### config.mk
export PLATFORM = sky130hd
export DESIGN_NAME = extmem_ctlr
export DESIGN_NICKNAME = d
export VERILOG_FILES = /design/src/rtl/extmem_ctlr.sv
export SDC_FILE = /design/constraint.sdc
export NUM_CORES = 1
export LEC_CHECK = 0
export BUFFER_PORTS_ARGS = -buffer_cell sky130_fd_sc_hd__buf_4
export CORE_ASPECT_RATIO = 1.2
export CORE_UTILIZATION = 44
export DETAILED_ROUTE_END_ITERATION = 10
export GPL_ROUTABILITY_DRIVEN = 0
export PLACE_DENSITY = 0.78
export SYNTH_ARGS = -nofsm -noshare
export SYNTH_HDL_FRONTEND = slang
export SYNTH_SLANG_ARGS = --single-unit
### constraint.sdc
create_clock -name clk -period 1.5 [get_ports clk]
set_input_delay 0.225 -clock clk [delete_from_list [all_inputs] [get_ports clk]]
set_output_delay 0.225 -clock clk [all_outputs]
set_load 0.03 [all_outputs]
### src/rtl/extmem_ctlr.sv
// CPU-word to narrow external-link bridge: splits each access into BEATS link beats
// with programmable wait states and a device-ready stretch, then reassembles read data.
module extmem_ctlr #(
    parameter int ADDR_WIDTH  = 32,
    parameter int CPU_WIDTH   = 32,
    parameter int LINK_WIDTH  = 16,
    parameter int WAIT_STATES = 1
) (
    input  logic                    clk,
    input  logic                    rst,
    input  logic                    cpu_req,
    input  logic                    cpu_we,
    input  logic [ADDR_WIDTH-1:0]   cpu_addr,
    input  logic [CPU_WIDTH-1:0]    cpu_wdata,
    input  logic [CPU_WIDTH/8-1:0]  cpu_be,
    output logic [CPU_WIDTH-1:0]    cpu_rdata,
    output logic                    cpu_ack,
    output logic                    busy,
    output logic [ADDR_WIDTH-1:0]   link_addr,
    output logic [LINK_WIDTH-1:0]   link_wdata,
    input  logic [LINK_WIDTH-1:0]   link_rdata,
    output logic [LINK_WIDTH/8-1:0] link_be,
    output logic                    link_cs,
    output logic                    link_we,
    input  logic                    link_rdy
);

    localparam int BEATS  = CPU_WIDTH / LINK_WIDTH;
    localparam int BE_W   = CPU_WIDTH / 8;
    localparam int LBE_W  = LINK_WIDTH / 8;
    localparam int OFFSET = $clog2(CPU_WIDTH / 8);
    localparam int BW     = (BEATS > 1) ? $clog2(BEATS) : 1;

    localparam logic [BW-1:0] LAST_BEAT = BW'(BEATS - 1);
    localparam logic [3:0]    WAIT_MAX  = 4'(WAIT_STATES);

    typedef enum logic [1:0] {IDLE, ACCESS, DONE} state_t;

    state_t                state, state_next;
    logic [ADDR_WIDTH-1:0] base_q, base_next;
    logic                  we_q, we_next;
    logic [CPU_WIDTH-1:0]  wdata_q, wdata_next;
    logic [BE_W-1:0]       be_q, be_next;
    logic [BW-1:0]         beat_q, beat_next;
    logic [3:0]            wait_q, wait_next;
    logic [CPU_WIDTH-1:0]  shadow_q, shadow_next;
    logic [CPU_WIDTH-1:0]  rdata_q, rdata_next;
    logic [ADDR_WIDTH-1:0] req_base;

    // First link-word address of the requested CPU word; wraps modulo 2^ADDR_WIDTH.
    assign req_base = ADDR_WIDTH'((cpu_addr >> OFFSET) * BEATS);

    always_ff @(posedge clk) begin
        if (rst) begin
            state    <= IDLE;
            base_q   <= '0;
            we_q     <= 1'b0;
            wdata_q  <= '0;
            be_q     <= '0;
            beat_q   <= '0;
            wait_q   <= '0;
            shadow_q <= '0;
            rdata_q  <= '0;
        end else begin
            state    <= state_next;
            base_q   <= base_next;
            we_q     <= we_next;
            wdata_q  <= wdata_next;
            be_q     <= be_next;
            beat_q   <= beat_next;
            wait_q   <= wait_next;
            shadow_q <= shadow_next;
            rdata_q  <= rdata_next;
        end
    end

    always_comb begin
        state_next  = state;
        base_next   = base_q;
        we_next     = we_q;
        wdata_next  = wdata_q;
        be_next     = be_q;
        beat_next   = beat_q;
        wait_next   = wait_q;
        shadow_next = shadow_q;
        rdata_next  = rdata_q;
        case (state)
            IDLE: begin
                if (cpu_req) begin
                    base_next  = req_base;
                    we_next    = cpu_we;
                    wdata_next = cpu_wdata;
                    be_next    = cpu_be;
                    beat_next  = '0;
                    wait_next  = '0;
                    state_next = ACCESS;
                end
            end
            ACCESS: begin
                if (wait_q < WAIT_MAX) begin
                    wait_next = wait_q + 4'd1;
                end else if (link_rdy) begin
                    wait_next = '0;
                    if (!we_q) begin
                        shadow_next[beat_q*LINK_WIDTH +: LINK_WIDTH] = link_rdata;
                    end
                    // Last beat: publish the assembled word on the edge entering DONE.
                    if (beat_q == LAST_BEAT) begin
                        state_next = DONE;
                        if (!we_q) begin
                            rdata_next = shadow_next;
                        end
                    end else begin
                        beat_next = beat_q + 1'b1;
                    end
                end
            end
            DONE: begin
                state_next = IDLE;
            end
            default: begin
                state_next = IDLE;
            end
        endcase
    end

    assign link_cs    = (state == ACCESS);
    assign link_we    = link_cs & we_q;
    assign link_addr  = base_q + ADDR_WIDTH'(beat_q);
    assign link_wdata = wdata_q[beat_q*LINK_WIDTH +: LINK_WIDTH];
    assign link_be    = !link_cs ? '0 :
                        (we_q ? be_q[beat_q*LBE_W +: LBE_W] : {LBE_W{1'b1}});
    assign cpu_ack    = (state == DONE);
    assign busy       = (state != IDLE);
    assign cpu_rdata  = rdata_q;

endmodule
* Word-level counts from Yosys, hierarchy flattened
Cells that the tools add are included.
** Cells by class
- Add/subtract/negate cells :: 4
- Order comparisons :: 1
- Equal/unequal tests :: 7
- Shift-type cells :: 4
- Muxes and demuxes :: 18
- Bitwise operators :: 3
- Reduce and logical (&&, ||, !) cells :: 9
** Operator list (count)
- $neg 5->34 :: 1
- $shift 16x34->32 const A :: 1
- $shiftx 16x34->32 :: 1
- $add 31x1->32 :: 1
- $bwmux 32 :: 1
- $mux 32 :: 1
- $shiftx 32x6->16 :: 1
- $mux 2 :: 6
- $mux 4 :: 3
- $pmux 4 s2 :: 1
- $reduce_and 4->1 :: 2
- $reduce_and 3->1 :: 2
- $reduce_and 5->1 :: 1
- $add 4x1->4 const B :: 1
- $lt 4x1->1 const B :: 1
- $mux 1 :: 4
- $ne 2x1->1 const B :: 2
- $ne 2x2->1 const B :: 2
- $pmux 2 s2 :: 1
- $reduce_bool 2->1 :: 2
- $shiftx 4x3->2 :: 1
- $ne 3x1->1 const B :: 1
- $eq 2x1->1 const B :: 1
- $eq 2x2->1 const B :: 1
- other kinds (6) :: 7
** Word-level totals
- Register bits :: 138
- Input bits :: 89
- Output and inout port bits :: 86
- Word-level logic and storage cells :: 55

* Longest topological paths before layout
Gate-level depths: netlist of run 1.
- Depth in word-level cells :: 5
- Depth in mapped cells :: 8
- Gate-level depth less buffers :: 5

* Worst setup path after synthesis of run 1
OpenSTA, ideal clock, no wires.
- Kind :: reg2reg
- From :: register wait_q[0]
- To :: register rdata_q[10], in the netlist cpu_rdata[10]
- Setup time :: 0.119 ns
- Data arrival time :: 1.487 ns
- Required time :: 1.381 ns
- Slack :: -0.106 ns
- Cell stages (with the launch flop) :: 9
- Buffers on the path :: 3
- Period minus slack after synthesis :: 1.606 ns
- Cells stage by stage :: dfxtp_1 -> inv_1 -> ha_1 -> or3b_1 -> buf_2 -> and3_4 -> buf_6 -> buf_6 -> mux2i_1
** Between the ends
- Longest elaborated chain between the ends :: 3
** RTL lines
- start, declared :: RTL line 45 : logic [3:0] wait_q, wait_next;
- start signal, assigned :: RTL line 71 : wait_q <= wait_next;
- $lt 4x1->1 :: RTL line 100 : if (wait_q < WAIT_MAX) begin
- $not 1->1 (no source line)
- $reduce_and 5->1 (no source line)
- end signal, assigned :: RTL line 73 : rdata_q <= rdata_next;
- end, declared :: RTL line 47 : logic [CPU_WIDTH-1:0] rdata_q, rdata_next;
Every way passes these cells.
A chain may end at the register's enable or synchronous reset.

* Worst setup path after layout of run 1
- From :: register beat_q
- To :: output port link_wdata[6]
** Between the ends
- Longest elaborated chain between the ends :: 1
** RTL lines
- start, declared :: RTL line 44 : logic [BW-1:0] beat_q, beat_next;
- start signal, assigned :: RTL line 70 : beat_q <= beat_next;
- $shiftx 32x6->16 :: RTL line 130 : assign link_wdata = wdata_q[beat_q*LINK_WIDTH +: LINK_WIDTH];
- end, declared :: RTL line 20 : output logic [LINK_WIDTH-1:0] link_wdata,
Every way passes these cells.

==> results of run 1 <==
## where the power goes
part	switching (mW)	total, mW	internal, mW
registers	0.0692	3.43	3.36
clock network	1.49	4.56	3.08
logic	0.652	1.23	0.574
total	2.21	9.22	7.01
## stage by stage
stage / hold slack, ns / cells / total power [mW]
4_1_cts: 0.0343 / 893 / 9.14
5_1_grt: 0.0401 / 900 / 9.49
3_3_place_gp: 0.437 / 849 / 4.46
3_5_place_dp: 0.446 / 849 / 4.48
6_report: 0.0517 / 900 / 9.22
2_1_floorplan: 0.361 / 579 / 4.05
## state kept, by name, indices dropped and copies added (netlist names)
signal	flops
wdata_q	32
be_q	4
we_q	1
wait_q	4
base_q	30
cpu_rdata	32
beat_q	1
shadow_q	16
state	2
## metal layers
layer	vias up	share of wire
li1	2326	-
met3	32	0.10
met1	2288	0.37
met5	-	0
met4	0	0.027
met2	243	0.50
## worst paths after layout
| path | end | startpoint | cells past startpoint | slack, ns |
|---|---|---|---|---|
| max | link_wdata[6] | beat_q | 3 | -0.17 |
| min | base_q[8] | cpu_addr[9] | 3 | 0.05 |
| max reg2reg | cpu_rdata[10] | beat_q | 5 | -0.11 |
| min reg2reg | base_q[19] | base_q[19] | 2 | 0.45 |
## repair_timing
item | in CTS | in global routing
setup buffers | 8 | 2
gates resized for setup | 69 | 44
setup endpoints to repair | 74 | 73
pin swaps | 5 | 14
cloned | 5 | 5
## cells in the mapped netlist (all sizes together)
cell     number  share of area
conb          1        0.00078
mux2         16          0.037
dfxtp       122           0.51
o21ai        27          0.028
nand3         1         0.0010
nand2b        1         0.0013
nand2       175           0.14
mux2i        18          0.037
o2111a        1         0.0023
nor3          2         0.0021
a31oi         5         0.0065
nor3b         3         0.0057
inv           5         0.0039
nor4b         1         0.0018
ha            2         0.0052
or3b          2         0.0036
and3b         1         0.0018
o2bb2ai       3         0.0054
clkbuf       30          0.023
nor2          3         0.0029
and2          1         0.0013
or2           1         0.0013
buf          24          0.027
nor4          1         0.0013
a21oi        75          0.078
a311oi        1         0.0018
nor2b        18          0.023
a211oi       10          0.016
nand4        27          0.035
and3          2         0.0036
## layout make-up
cell class / instances / area [µm²]
Fill cell: 756 / 3010
Sequential cell: 122 / 2450
Multi-Input combinational cell: 402 / 2420
Timing Repair Buffer: 211 / 1890
Clock buffer: 21 / 470
Clock inverter: 10 / 190
Tap cell: 129 / 161
Inverter: 5 / 18.8
## cells by family after synthesis
logic type | count (synthesis)
buf+inv | 59
flops | 122
fa+ha+maj | 2
simple gates | 239
other cells | 1
mux | 34
compound gates | 122
## worst min-delay path: cells and delay by family
kind,cells,cell delay [ns]
buf+inv,1,0.11
compound gates,1,0.05
simple gates,1,0.04
==> qor.yml, run 1 <==
wl_um: 15200
die-area_um2: 11400
synth_fa_ha_area_frac: 0.00518
postSynthCellCount: 579
fin_nets: 850
htree_levels: 4
top_usage_layer: "met2"
worstSetupPathType: "reg -> out"
grt_overflow: 0
slew_viol_final: 0
hold_viol: 0
wl_per_cell_um: 16.9
grt_util_met2: 0.438
cts_max_path_buffers: 2
grt_setup_unrepaired: "true"
drt-pass1-iter-count: 8
use_met3: 0.0956
finalSetupTns_ns: -3.86
post-route-util: 0.717
layout_common_cells: "nand2_1, buf_4, dfxtp_1"
path_delay_family: "flip-flops"
period_minus_slack_ns: 1.67
netlist-cell-type-count: 37
maxCapViolCount: 0
synth_compound_area_frac: 0.137
boundaryPins: 175
cp_cell_sequence: "buf_12 > mux2_4 > buf_6"
drtIter0Drc: 216
n_antenna_cell: 0
grt_pass1_vias: 4696
core_um2: 10600
clk_latency_ns: 0.42
grt_max_degree: 68
syn_avg_cell_area_um2: 8.34
hold_buffers: 0
initial_core_util: 0.455
antenna_found_initial: 0
synth_xor_area_frac: 0
muxShareOfSynthArea: 0.0746
grtUsageTotal: 0.253
path_max_fanout: 8
fin_worst_skew_ns: 0.0112
fmax_mhz: 598
port_buffers: 171
max_stage_delay_ns: 0.41
crit_required_ns: 1.27
clock-sinks: 122
hold_path_class: "in -> reg"
grt_pass1_wl_um: 22500
setup_ws_ns: -0.171
syn_area_um2: 4830
drc: 20
yosysSeqAreaShare: 0.506
period_share: 1.11
crit_path_end_kind: "primary output"
viasPerCell: 5.43
num_vias: 4889
ys_seq_elements: 122
synth_nets: 670
fp.dieW_um: 97.7
worstPathArrival_ns: 1.45
fp-row-count: 41
cts_tree: "done"
stdcell_area_um2: 7610
path_clk_slew_ns: 0.06
status: "complete, but fails checks"
vdd_drop_max_v: 0.000743
setup_viol: 42
synth-simple-area-share: 0.222
yosysWarnings: 0
synth_top_family_by_area: "simple AND/OR/NAND/NOR gates"
cts-root-buf: "clkbuf_16"
drive_above_1_share: 0.402
die_height_um: 117
dpl-instance-area_um2: 6300
numCtsBuffers: 17
p_per_area_nw_per_um2: 1210
gr-usage-met1: 0.277
place_ws_ns: -0.159
critPathBufInv: 2
p_leak_nw: 3.20
hpwl_um: 8510
cp-start-kind: "flop"
critical-path-slowest-cell: "dfxtp_4"
violations: "design-rule violations, negative setup slack"
area_delta_synth_final_pct: 57.5
layout_commonest_cell: "nand2_1"
drtAntennaViolNets: 0
Note: power is estimated with default switching activity, not from simulation.
==> run 2, diff against run 1 <==
- clock period: 1.5 -> 1.52 ns (I/O delays scaled with it)
==> run 2 against run 1 <==
The run still ends with design-rule violations, negative setup slack left. Clock power down 20%. Worst setup slack better by 0.0085 ns. Critical path type unchanged. Via count down 1.2%.
==> qor.yml, run 2 (same netlist as run 1, synthesis figures left out) <==
dpl.cell_count: 847  # -0.24%
finalSetupTns_ns: -3.66  # +0.198 ns
boundaryPins: 175  # unchanged
path_max_fanout: 8  # unchanged
grt_overflow: 0  # unchanged
layout_common_cells: "nand2_1, buf_4, dfxtp_1"
die_height_um: 117  # unchanged
place_ws_ns: -0.129  # +0.0303 ns
combinationalPowerShare: 0.148  # +0.015
worstPathArrival_ns: 1.45  # about the same
layout.cells.non_filler: 898  # -0.22%
cts-root-buf: "clkbuf_16"
fp-row-count: 41  # unchanged
htree_levels: 4  # unchanged
initial_core_util: 0.455  # unchanged
layout_commonest_cell: "nand2_1"
vdd_drop_max_v: 0.000864  # +16%
fin_nets: 849  # -0.12%
wl_um: 14700  # -3.0%
dpl-instance-area_um2: 6300  # about the same
path_clk_slew_ns: 0.06  # about the same
p_int_mw: 6.19  # -12%
grt_setup_unrepaired: "true"
core_um2: 10600  # unchanged
area_delta_synth_final_pct: 54.6
grt_max_degree: 68  # unchanged
rrSetupSlack_ns: -0.10  # about the same
fin_hold_ws_ns: 0.0562  # +0.00455 ns
stdcell_area_um2: 7470  # -1.8%
wl_per_cell_um: 16.4  # -2.8%
grtUsageTotal: 0.238  # -0.0151
multi_input_area_um2: 2430  # +0.41%
numCtsBuffers: 17  # unchanged
rr_startpoint: "wait_q[0]"
clk_latency_ns: 0.41  # about the same
post-route-util: 0.703  # -0.0132
drt-pass1-iter-count: 8  # unchanged
p_per_area_nw_per_um2: 1110  # -8.6%
fmax_mhz: 594
switching_share: 0.252  # +0.0117
drc: 20  # unchanged
drtAntennaViolNets: 0  # unchanged
p_leak_nw: 3.13  # -2.4%
hold_path_class: "in -> reg"
p_seq_frac: 0.409  # +0.037
maxCapViolCount: 0  # unchanged
cts_tree: "done"
status: "complete, but fails checks"
crit_path_end_kind: "primary output"
regArea_um2: 2450  # unchanged
violations: "design-rule violations, negative setup slack"
crit_required_ns: 1.29  # +0.02 ns
n_antenna_cell: 0  # unchanged
die-area_um2: 11400  # unchanged
cp-start-kind: "flop"
setup_viol: 36  # -14%
setup_ws_ns: -0.163  # +0.00848 ns
grt_pass1_wl_um: 21400  # -5.1%
drive_above_1_share: 0.390  # -0.0120
drtIter0Drc: 260  # +20%
viasPerCell: 5.38  # -0.99%
hold_buffers: 0  # unchanged
whs_path_depth: 3  # unchanged
worstSetupPathType: "reg -> out"
fin_worst_skew_ns: 0.0124  # +0.00119 ns
slew_viol_final: 0  # unchanged
hpwl_um: 8510  # about the same
hold_end: "base_q[8]"
hold_start: "cpu_addr[9]"
clock-sinks: 122  # unchanged
period_share: 1.11
reg2reg_depth: 7  # +2
cts_max_path_buffers: 2  # unchanged
p_clk_frac: 0.443  # -0.052
fillers: 770  # +1.9%
period_minus_slack_ns: 1.68
timing.rr.end: "cpu_rdata[0]"
grt_pass1_vias: 4468  # -4.9%
fin_total_pwr_mw: 8.27  # -10%
fp.dieW_um: 97.7  # unchanged
port_buffers: 171  # unchanged
p_switching_mw: 2.08  # -5.9%
num_vias: 4830  # -1.2%
antenna_found_initial: 0  # unchanged
hold_viol: 0  # unchanged
run 2: layout make-up:
type / count / share of cell area
Multi-Input combinational cell: 402 / 0.326
Inverter: 5 / 0.00251
Sequential cell: 122 / 0.328
Clock buffer: 22 / 0.0621
Timing Repair Buffer: 210 / 0.250
Tap cell: 129 / 0.0216
Clock inverter: 8 / 0.00972
run 2: worst max path at each step:
stage | from | end | slack, ns | cells after the start
floorplan | wait_q[1] | cpu_rdata[10] | -0.06 | 8
global placement | wait_q[1] | cpu_rdata[4] | -0.05 | 5
detailed placement | wait_q[0] | cpu_rdata[2] | -0.13 | 5
CTS | beat_q | link_wdata[9] | -0.19 | 3
global route | beat_q | link_be[1] | -0.20 | 4
finish | beat_q | link_wdata[9] | -0.16 | 3
run 2: routing by layer:
metal / part of all wire / track usage / vias up
met3: 0.094 / 0.0867 / 28
met1: 0.38 / 0.270 / 2237
met2: 0.51 / 0.410 / 244
met4: 0.017 / 0.0980 / 0
met5: 0 / 0 / -
li1: - / - / 2321
run 2: critical path, stage by stage, from the launching register on:
cell and delay (ns):
dfxtp_4 0.42, buf_12 0.16, mux2_4 0.31, buf_6 0.14
run 2: timing repair:
action	CTS	global route
resized for setup	62	38
pin swaps	4	8
gates cloned	3	7
endpoints found under the setup margin	74	57
buffers inserted	5	6
run 2: power by group through the flow:
| stage | combinational [mW] | sequential (mW) | clock [mW] |
|---|---|---|---|
| 2_1_floorplan | 0.481 | 3.52 | 0 |
| 3_3_place_gp | 0.965 | 3.44 | 0 |
| 3_5_place_dp | 0.984 | 3.44 | 0 |
| 4_1_cts | 1.07 | 3.38 | 3.71 |
| 5_1_grt | 1.30 | 3.39 | 3.84 |
| 6_report | 1.22 | 3.38 | 3.66 |
==> run 3, diff against run 2 <==
- CORE_UTILIZATION: 44 -> 36
- CTS_BUF_LIST: unset -> sky130_fd_sc_hd__clkbuf_8
- PLACE_DENSITY: 0.78 -> 0.67
==> run 3 against run 2 <==
The run ends with negative setup slack left. Register-to-register slack improved by 0.08 ns. Cell area grew 4.6%. Clock-buffer cell count down 5. Hold slack got worse by 0.024 ns. Sequential power hardly changed. Combinational power rose by 13%. Maximum frequency down 0.74%. Worst setup slack got worse by 0.013 ns. Critical path type unchanged.
==> qor.yml, run 3 (same netlist as run 1, synthesis figures left out) <==
status: "complete, but fails checks"
violations: "negative setup slack"
fin_nets: 872  # +2.7%
worstPathArrival_ns: 1.47  # +0.02 ns
crit_path_end_kind: "primary output"
clk_latency_ns: 0.43  # +0.02 ns
vdd_drop_max_v: 0.000541  # -37%
cts_tree: "done"
path_max_fanout: 11  # +3
viasPerCell: 5.16  # -4.1%
hold_viol: 0  # unchanged
grt_overflow: 0  # unchanged
die-area_um2: 13900  # +22%
wl_um: 15900  # +8.2%
grt_pass1_wl_um: 21500  # +0.77%
clock-sinks: 122  # unchanged
gr-usage-met1: 0.231  # -0.0393
drtIter0Drc: 208  # -20%
tightest_slew_ns: 0.663
p_leak_nw: 3.23  # +3.2%
boundaryPins: 175  # unchanged
slew-limit-headroom: 0.558
num_vias: 4964  # +2.8%
period_minus_slack_ns: 1.70  # +0.0126 ns
fp.dieW_um: 108  # +10%
dpl-instance-area_um2: 6360  # +1.0%
fillers: 1142  # +48%
fp-row-count: 46  # +12%
drt-pass1-iter-count: 7  # -1
die_height_um: 129  # +10%
grt_max_degree: 69  # +1.5%
htree_levels: 4  # unchanged
crit_required_ns: 1.29  # about the same
hpwl_um: 8850  # +4.0%
core_um2: 13200  # +24%
drc: 0  # -100%
wl_per_cell_um: 16.6  # +1.0%
multi_input_area_um2: 2630  # +7.8%
top_usage_layer: "met2"
setup_viol: 26  # -28%
dpl.cell_count: 888  # +4.8%
layout_common_cells: "buf_4, nand2_1, dfxtp_1"
fmax_mhz: 590  # -0.74%
drtAntennaViolNets: 0  # unchanged
grt_util_met2: 0.332  # -0.0786
layout.cells.non_filler: 962  # +7.1%
stdcell_area_um2: 7810  # +4.6%
maxCapViolCount: 0  # unchanged
port_buffers: 171  # unchanged
regArea_um2: 2450  # -0.10%
fin_total_pwr_mw: 7.34  # -11%
setup_ws_ns: -0.175  # -0.0126 ns
layout_commonest_cell: "buf_4"
antenna_found_initial: 0  # unchanged
slew_viol_final: 0  # unchanged
numCtsBuffers: 17  # unchanged
post-route-util: 0.593  # -0.111
grt_setup_unrepaired: "true"
initial_core_util: 0.367  # -0.0884
fin_hold_ws_ns: 0.0320  # -0.0242 ns
fin_worst_skew_ns: 0.0128  # +0.000421 ns
grtUsageTotal: 0.199  # -0.0396
cp-start-kind: "flop"
hold_path_class: "in -> reg"
grt_pass1_vias: 4488  # +0.45%
area_delta_synth_final_pct: 61.7
cts_max_path_buffers: 2  # unchanged
path_clk_slew_ns: 0.08  # +0.02 ns
n_antenna_cell: 0  # unchanged
drive_above_1_share: 0.467  # +0.0771
cts-root-buf: "clkbuf_8"
worstSetupPathType: "reg -> out"
p_per_area_nw_per_um2: 939  # -15%
period_share: 1.12  # +0.00826
use_met3: 0.0669  # -0.0198
run 3: final timing paths:
kind	depth (start not counted)	to	slack, ns	startpoint
setup / recovery	3	link_wdata[13]	-0.18	beat_q
hold / removal	3	wdata_q[15]	0.03	cpu_wdata[15]
setup reg to reg	6	wait_q[1]	-0.02	wait_q[0]
hold reg to reg	2	cpu_rdata[27]	0.45	cpu_rdata[27]
run 3: layout make-up:
cell class,count,share of cell area
Multi-Input combinational cell,403,0.336
Clock buffer,17,0.0300
Clock inverter,15,0.0152
Tap cell,168,0.0269
Timing Repair Buffer,232,0.276
Sequential cell,122,0.314
Inverter,5,0.00240
run 3: metal layers:
metal	routed length, µm	part of all wire
met5	0	0
met4	330	0.021
met3	1180	0.074
met2	8240	0.52
met1	6180	0.39
run 3: per-stage QoR:
step           setup TNS [ns]  setup WS [ns]
2_1_floorplan           -1.13        -0.0583
3_3_place_gp            -1.35        -0.0586
3_5_place_dp            -3.34         -0.120
4_1_cts                 -3.52         -0.204
5_1_grt                 -5.81         -0.247
6_report                -2.93         -0.175
run 3: power by group:
group / internal, mW / leakage (nW) / switching [mW] / total, mW
Combinational: 0.660 / 2.06 / 0.715 / 1.38
Clock: 1.15 / 0.169 / 1.44 / 2.59
Sequential: 3.31 / 0.996 / 0.0652 / 3.37
Total: 5.12 / 3.23 / 2.22 / 7.34
run 3: timing repair:
action                     in CTS  in global routing
gates cloned                    2                 14
setup endpoints to repair      75                136
gates resized for setup        57                109
pin swaps                       4                 24
hold buffers                    0                  0
setup buffers                   7                 19
run 3: worst max-delay path, stage by stage, from the launching register on:
cell and delay [ns]:
dfxtp_4 0.39, buf_12 0.15, mux2_2 0.35, buf_6 0.14
